$ cat src/rtl/if_id_inst_queue_if.sv
// if_id_inst_queue_if: fetch-side valid/allowin and decode-side valid/ready channels of the instruction queue
interface if_id_inst_queue_if #(parameter int DATA_W = 64);
  logic in_valid, in_allowin, out_valid, out_ready;
  logic [DATA_W-1:0] in_data, out_data;
  modport master(output in_valid, in_data, out_ready, input in_allowin, out_valid, out_data);
  modport slave(input in_valid, in_data, out_ready, output in_allowin, out_valid, out_data);
endinterface

$ cat src/rtl/if_id_inst_queue.sv
// if_id_inst_queue: fetch-to-decode instruction FIFO with kill; IQ_BYPASS_EN enables empty-queue pass-through
module if_id_inst_queue #(
  parameter int DEPTH = 4,
  parameter int DATA_W = 64
) (
  input logic clk,
  input logic reset,
  input logic flush,
  input logic br_taken,
  if_id_inst_queue_if.slave iq,
  output logic [$clog2(DEPTH+1)-1:0] count
);
  localparam int AW = $clog2(DEPTH);
  localparam int CW = $clog2(DEPTH+1);
  logic [DATA_W-1:0] mem [DEPTH];
  logic [AW-1:0] wptr, rptr;
  logic kill, empty, push, pop, pass, wr, rd;
  always_comb begin
    kill = flush | br_taken;
    empty = count == '0;
    iq.in_allowin = count != CW'(DEPTH);
    push = iq.in_valid & iq.in_allowin & ~kill;
`ifdef IQ_BYPASS_EN
    iq.out_valid = ~empty | (iq.in_valid & ~kill);
    iq.out_data = empty ? iq.in_data : mem[rptr];
`else
    iq.out_valid = ~empty;
    iq.out_data = mem[rptr];
`endif
    pop = iq.out_valid & iq.out_ready & ~kill;
    // a packet consumed while the queue is empty went straight through and never occupies a slot
    pass = empty & push & pop;
    wr = push & ~pass;
    rd = pop & ~pass;
  end
  always_ff @(posedge clk) begin
    if (reset || kill) begin
      wptr <= '0;
      rptr <= '0;
      count <= '0;
    end else begin
      if (wr) wptr <= wptr + 1'b1;
      if (rd) rptr <= rptr + 1'b1;
      count <= count + CW'(wr) - CW'(rd);
    end
  end
  always_ff @(posedge clk) begin
    if (wr && !reset) mem[wptr] <= iq.in_data;
  end
endmodule

$ cat src/flat_wrapper.sv
// flat-port wrapper written by rule: the top's interface ports become plain ports
module if_id_inst_queue_flat 
#(
  parameter int DEPTH = 4,
  parameter int DATA_W = 64
)
  (clk, reset, flush, br_taken, count, iq_in_valid, iq_in_data, iq_out_ready, iq_in_allowin, iq_out_valid, iq_out_data);
  if_id_inst_queue_if #(.DATA_W(DATA_W)) iq_i ();
  input logic clk;
  input logic reset;
  input logic flush;
  input logic br_taken;
  output logic [$clog2(DEPTH+1)-1:0] count;
  input wire logic [$bits(iq_i.in_valid)-1:0] iq_in_valid;
  input wire logic [$bits(iq_i.in_data)-1:0] iq_in_data;
  input wire logic [$bits(iq_i.out_ready)-1:0] iq_out_ready;
  output wire logic [$bits(iq_i.in_allowin)-1:0] iq_in_allowin;
  output wire logic [$bits(iq_i.out_valid)-1:0] iq_out_valid;
  output wire logic [$bits(iq_i.out_data)-1:0] iq_out_data;
  assign iq_i.in_valid = iq_in_valid;
  assign iq_i.in_data = iq_in_data;
  assign iq_i.out_ready = iq_out_ready;
  assign iq_in_allowin = iq_i.in_allowin;
  assign iq_out_valid = iq_i.out_valid;
  assign iq_out_data = iq_i.out_data;
  if_id_inst_queue #(.DEPTH(DEPTH), .DATA_W(DATA_W)) u_core (.clk(clk), .reset(reset), .flush(flush), .br_taken(br_taken), .iq(iq_i), .count(count));
endmodule
$ cat config.mk
export PLATFORM = sky130hd
export DESIGN_NAME = if_id_inst_queue_flat
export DESIGN_NICKNAME = d
export VERILOG_FILES = /design/src/rtl/if_id_inst_queue_if.sv /design/src/rtl/if_id_inst_queue.sv /design/src/flat_wrapper.sv
export SDC_FILE = /design/constraint.sdc
export NUM_CORES = 1
export LEC_CHECK = 0
export ABC_CLOCK_PERIOD_IN_PS = 8650
export CAP_MARGIN = 5
export CORE_MARGIN = 2
export CORE_UTILIZATION = 30
export CTS_BUF_LIST = sky130_fd_sc_hd__clkbuf_16
export DETAILED_ROUTE_END_ITERATION = 10
export HOLD_SLACK_MARGIN = 0.15
export SLEW_MARGIN = 20
export SYNTH_ARGS = -nofsm -noshare
export SYNTH_HDL_FRONTEND = slang
export SYNTH_SLANG_ARGS = --single-unit
$ cat constraint.sdc
create_clock -name clk -period 8.65 [get_ports clk]
set_input_delay 1.73 -clock clk [delete_from_list [all_inputs] [get_ports clk]]
set_output_delay 1.73 -clock clk [all_outputs]
set_load 0.1 [all_outputs]
* Yosys cells after proc, flatten, opt, wreduce, memory -nomap -nowiden
Memories as Yosys holds them, arrays and structs flattened. A register that Yosys moved wholly into a read port is not among the register bits.
Cells that the tools add are included.
Widths: inputs -> output; s select.
** Word-level totals
- Bits in registers :: 7
- Memory bits (writable) :: 256
- Bits of input ports :: 70
- Memories :: 1
** Memories
- u_core.mem :: depth 4, bits a word 64, rd ports 1, clocked after Yosys merged registers in 1, write ports 1, line if_id_inst_queue.sv:15 : logic [DATA_W-1:0] mem [DEPTH];
** Operators by class
- Add/subtract/negate cells :: 4
- Eq/ne operators :: 1
- Muxes and demuxes :: 4
- Bitwise logic cells :: 12
- Reduce and logical (&&, ||, !) cells :: 4
** Operator list (number)
- $and 1x1->1 :: 8
- $add 2x1->2 const B :: 2
- $mux 2 :: 2
- $add 3x1->3 :: 1
- $logic_not 3->1 :: 1
- $ne 3x3->1 const B :: 1
- $not 1->1 :: 3
- $sub 3x1->3 :: 1
- $mux 1 :: 2
- $logic_and 1x1->1 :: 1
- $logic_not 1->1 :: 1
- $logic_or 1x1->1 :: 1
- $or 1x1->1 :: 1

* Logic depth before layout (Yosys ltp)
- Word-level depth :: 10
- Depth in mapped cells :: 11

* Worst setup path after synthesis
No wires, ideal clock.
- Path type :: input -> register
- Start :: input reset
- End :: memory u_core.mem[1][0] (enable)
- Arrival :: 3.860 ns
- Data required time :: 8.221 ns
- Slack :: 4.361 ns
- Cell stages on the path :: 3
- Path buffers :: 1
- Cells stage by stage :: nor3_1 buf_2 and3_1
** Between the ends
- Word-level cells in the longest chain between the ends :: 4
** RTL lines
- from (decl) :: line flat_wrapper.sv:10 : input logic reset;
- $logic_not 1->1 :: line if_id_inst_queue.sv:48 : if (wr && !reset) mem[wptr] <= iq.in_data;
- $logic_and 1x1->1 :: line if_id_inst_queue.sv:48
- $mux 1 :: line if_id_inst_queue.sv:48
- $mux 1 (not written as such) :: line if_id_inst_queue.sv:48
- to (decl) :: line if_id_inst_queue.sv:15
Every way passes these cells.

==> metrics.md <==
| Metric | Value |
|---|---|
| Power Dens Cells | `214 nW/µm²` |
| Largest cells by area after synthesis | `edfxtp_1 79%, mux4_2 15%, dfxtp_1 1.9%` |
| Worst R2R Path Depth | `10` |
| Commonest non-fill, non-tap cell in the layout | `edfxtp_1` |
| Critical-path top delay cell | `clkdlybuf4s50_1` |
| HPWL Detailed | `10600 µm` |
| Initial core utilization | `0.307` |
| Post_cts resized | `0` |
| Final period utilization | `0.622` |
| Post-synthesis cell area | `9730 µm²` |
| Clk Latency, worst-skew pair | `0.54 ns` |
| Max incr delay on CP | `between 0.9 and 1 ns` |
| CTS tree | `built` |
| Detailed Route Iter0 Violations | `approximately 300` |
| Layout Nets | `~620` |
| # Post-CTS Setup Buffers | `0` |
| Maximum clock path buffer count | `3` |
| Synth top area share | `0.790` |
| Clk slew on worst S/H paths | `around 0.060 ns` |
| Max-slew violations | `0` |
| Remaining antenna violation count after routing | `0` |
| Max rail drop VDD | `roughly 0.00013 V` |
| Clk sinks | `between 200 and 300` |
| ANT cells | `0` |
| Die X | `around 180 µm` |
| GPL Wtd Cong | `about 0.70` |
| Fmax | `about 0.19 GHz` |
| #FFs+latches synth | `265` |
| Register area share after synthesis | `0.809` |
| Clock Skew | `between 0.008 and 0.009 ns` |
| WL per Instance | `just under 20 µm` |
| Kind of critical path | `reg2out` |
| Flop2flop setup slack | `approximately 6.3 ns` |
| Crit start category | `flop` |
| Clock buffer count from CTS | `30` |
| Cell row count | `65` |
| Critical Path RT | `6.92 ns` |
| Core area | `31700 µm²` |
| Max_slew headroom | `0.285` |
| Final setup fails | `0` |
| Critical Path End Type | `output pin` |
| Synth cell types | `25` |
| Pleak | `3.86 nW` |
| Fin. Hold Viols | `0` |
| First-pass GRT wire length | `between 20000 and 30000 µm` |
| Max-Cap Viols | `0` |
| Crit Path Max Fanout | `37` |
| I/O pin cnt | `roughly 140` |
| Syn avg cell area | `approximately 25 µm²` |
| Port Buf Inserts | `approximately 140` |
| Post-CTS Hold Fix Bufs | `0` |
| Via count | `approximately 4400` |
| Grt total ovfl | `0` |
| Largest net degree at the start of global routing | `65` |
| Worst Max-Slew Pin Slew | `~1.1 ns` |
| Area grow syn2layout | `28.6%` |
| Commonest non-fill, non-tap cells in the layout | `256 x edfxtp_1, 138 x clkdlybuf4s50_1, 64 x mux4_2, 30 x clkbuf_16, 8 x inv_1` |
| Vias in the first global route | `4955` |
| Crit-path cells | `buf_4 > mux4_2 > clkdlybuf4s50_1` |
| Residual DRC | `0` |
| Status | `finished clean` |
| Cell count after synthesis | `just under 400` |
| Pwr Total | `about 2.7 mW` |
| Setup TNS | `0 ns` |
| Synthesized Nets | `465` |
| Routed Wire Length | `18700 µm` |
| CP Capture Point | `iq_out_data[52]` |
| Crit path time final | `roughly 5.4 ns` |
| CTS Root Cell | `clkbuf_16` |
| Antenna violations before repair | `0` |
| RSZ-0062 raised after global routing | `no` |
| Die Span Y | `around 180 µm` |
| Aggregate global-route resource usage | `0.111` |
| H-tree levels | `1` |
| Layout cell share with drive strength beyond 1 | `0.212` |
| Worst hold path type | `reg2reg` |
| FF-to-FF End | `u_core.count[2]` |
| Worst R2R Start | `u_core.count[1]` |
| YS warnings | `0` |
| Yosys top cell by area | `edfxtp_1` |
| TritonRoute pass-1 iters | `4` |
| Arr. time, crit path | `between 3 and 4 ns` |
| Vias per cell | `4.55` |
| Die area | `about 34000 µm²` |
## stage by stage
step	utilization	worst slack, ns	hold WS (ns)	instance area, µm²	instances
global route	0.395	2.99	0.494	12500	968
floorplan	-	4.36	0.449	9730	388
finish	0.395	3.27	0.473	12500	968
CTS	0.393	3.11	0.477	12500	966
global placement	0.364	3.73	0.455	11600	914
detailed placement	0.364	3.70	0.466	11600	914
## worst min-delay path by stage
| stage | from | endpoint | cells after the start |
|---|---|---|---|
| floorplan | u_core.rptr[1] | flop | 2 |
| global placement | u_core.rptr[1] | flop | 2 |
| detailed placement | u_core.rptr[1] | flop | 2 |
| CTS | u_core.rptr[1] | flop | 2 |
| global route | u_core.rptr[1] | flop | 2 |
| finish | u_core.rptr[1] | flop | 2 |
## registers in the layout (all words and copies together), names as in the netlist, named ones only
register and cells:
u_core.wptr 2, u_core.count 3, u_core.mem 256, u_core.rptr 2
## synth_stat cells
| cell | n |
|---|---|
| nor2_1 | 1 |
| dfxtp_1 | 9 |
| xnor2_1 | 2 |
| buf_1 | 1 |
| and2_1 | 2 |
| nand4_1 | 3 |
| buf_4 | 6 |
| buf_2 | 8 |
| nand2_1 | 4 |
| nand2b_1 | 2 |
| and3_1 | 5 |
| and2_4 | 1 |
| mux4_2 | 64 |
| o21ai_1 | 2 |
| edfxtp_1 | 256 |
| buf_6 | 1 |
| or2_2 | 1 |
| or3_4 | 1 |
| fa_1 | 1 |
| ha_1 | 6 |
| inv_1 | 5 |
| mux2i_1 | 3 |
| or3b_1 | 1 |
| and3_4 | 1 |
| nor3_1 | 2 |
## cell type report
| cell class | count | area, µm² |
|---|---|---|
| multi-input combinational | 102 | 1760 |
| clock buffer | 30 | 751 |
| tap | 402 | 503 |
| timing repair buffer | 142 | 1440 |
| sequential | 265 | 7880 |
| fill | 2841 | 19200 |
| clock inverter | 22 | 168 |
| inverter | 5 | 18.8 |
## cells by family (layout without fill, tap and decap cells)
family                   count (synthesis)  in the layout  synth area share
multiplexers                            67             67             0.151
XOR/XNOR                                 2              2           0.00180
buffers and inverters                   21            199            0.0122
flip-flops                             265            265             0.809
AND/OR/NAND/NOR                         24             24            0.0154
AO/OA/AOI/OAI                            2              2           0.00103
adder cells (fa/ha/maj)                  7              7           0.00977
## metal layers
metal	GRT usage	vias to the layer above	routed length, µm
met4	0.0323	0	475
met2	0.202	119	9630
li1	-	1966	-
met5	0	-	0
met1	0.128	2289	7550
met3	0.0285	30	1030
## worst max-delay path, delay by kind of cell, from the launching register on
kind                   cells  cell delay, ns
muxes                      1            0.62
DFF                        1            0.73
buffers and inverters      2            1.71
## power breakdown
part | switching [mW] | total, mW | internal (mW)
sequential | 0.00161 | 1.42 | 1.41
clock | 0.470 | 1.15 | 0.684
combinational | 0.0651 | 0.108 | 0.0426
No activity file was read; power rests on OpenSTA's default activity.
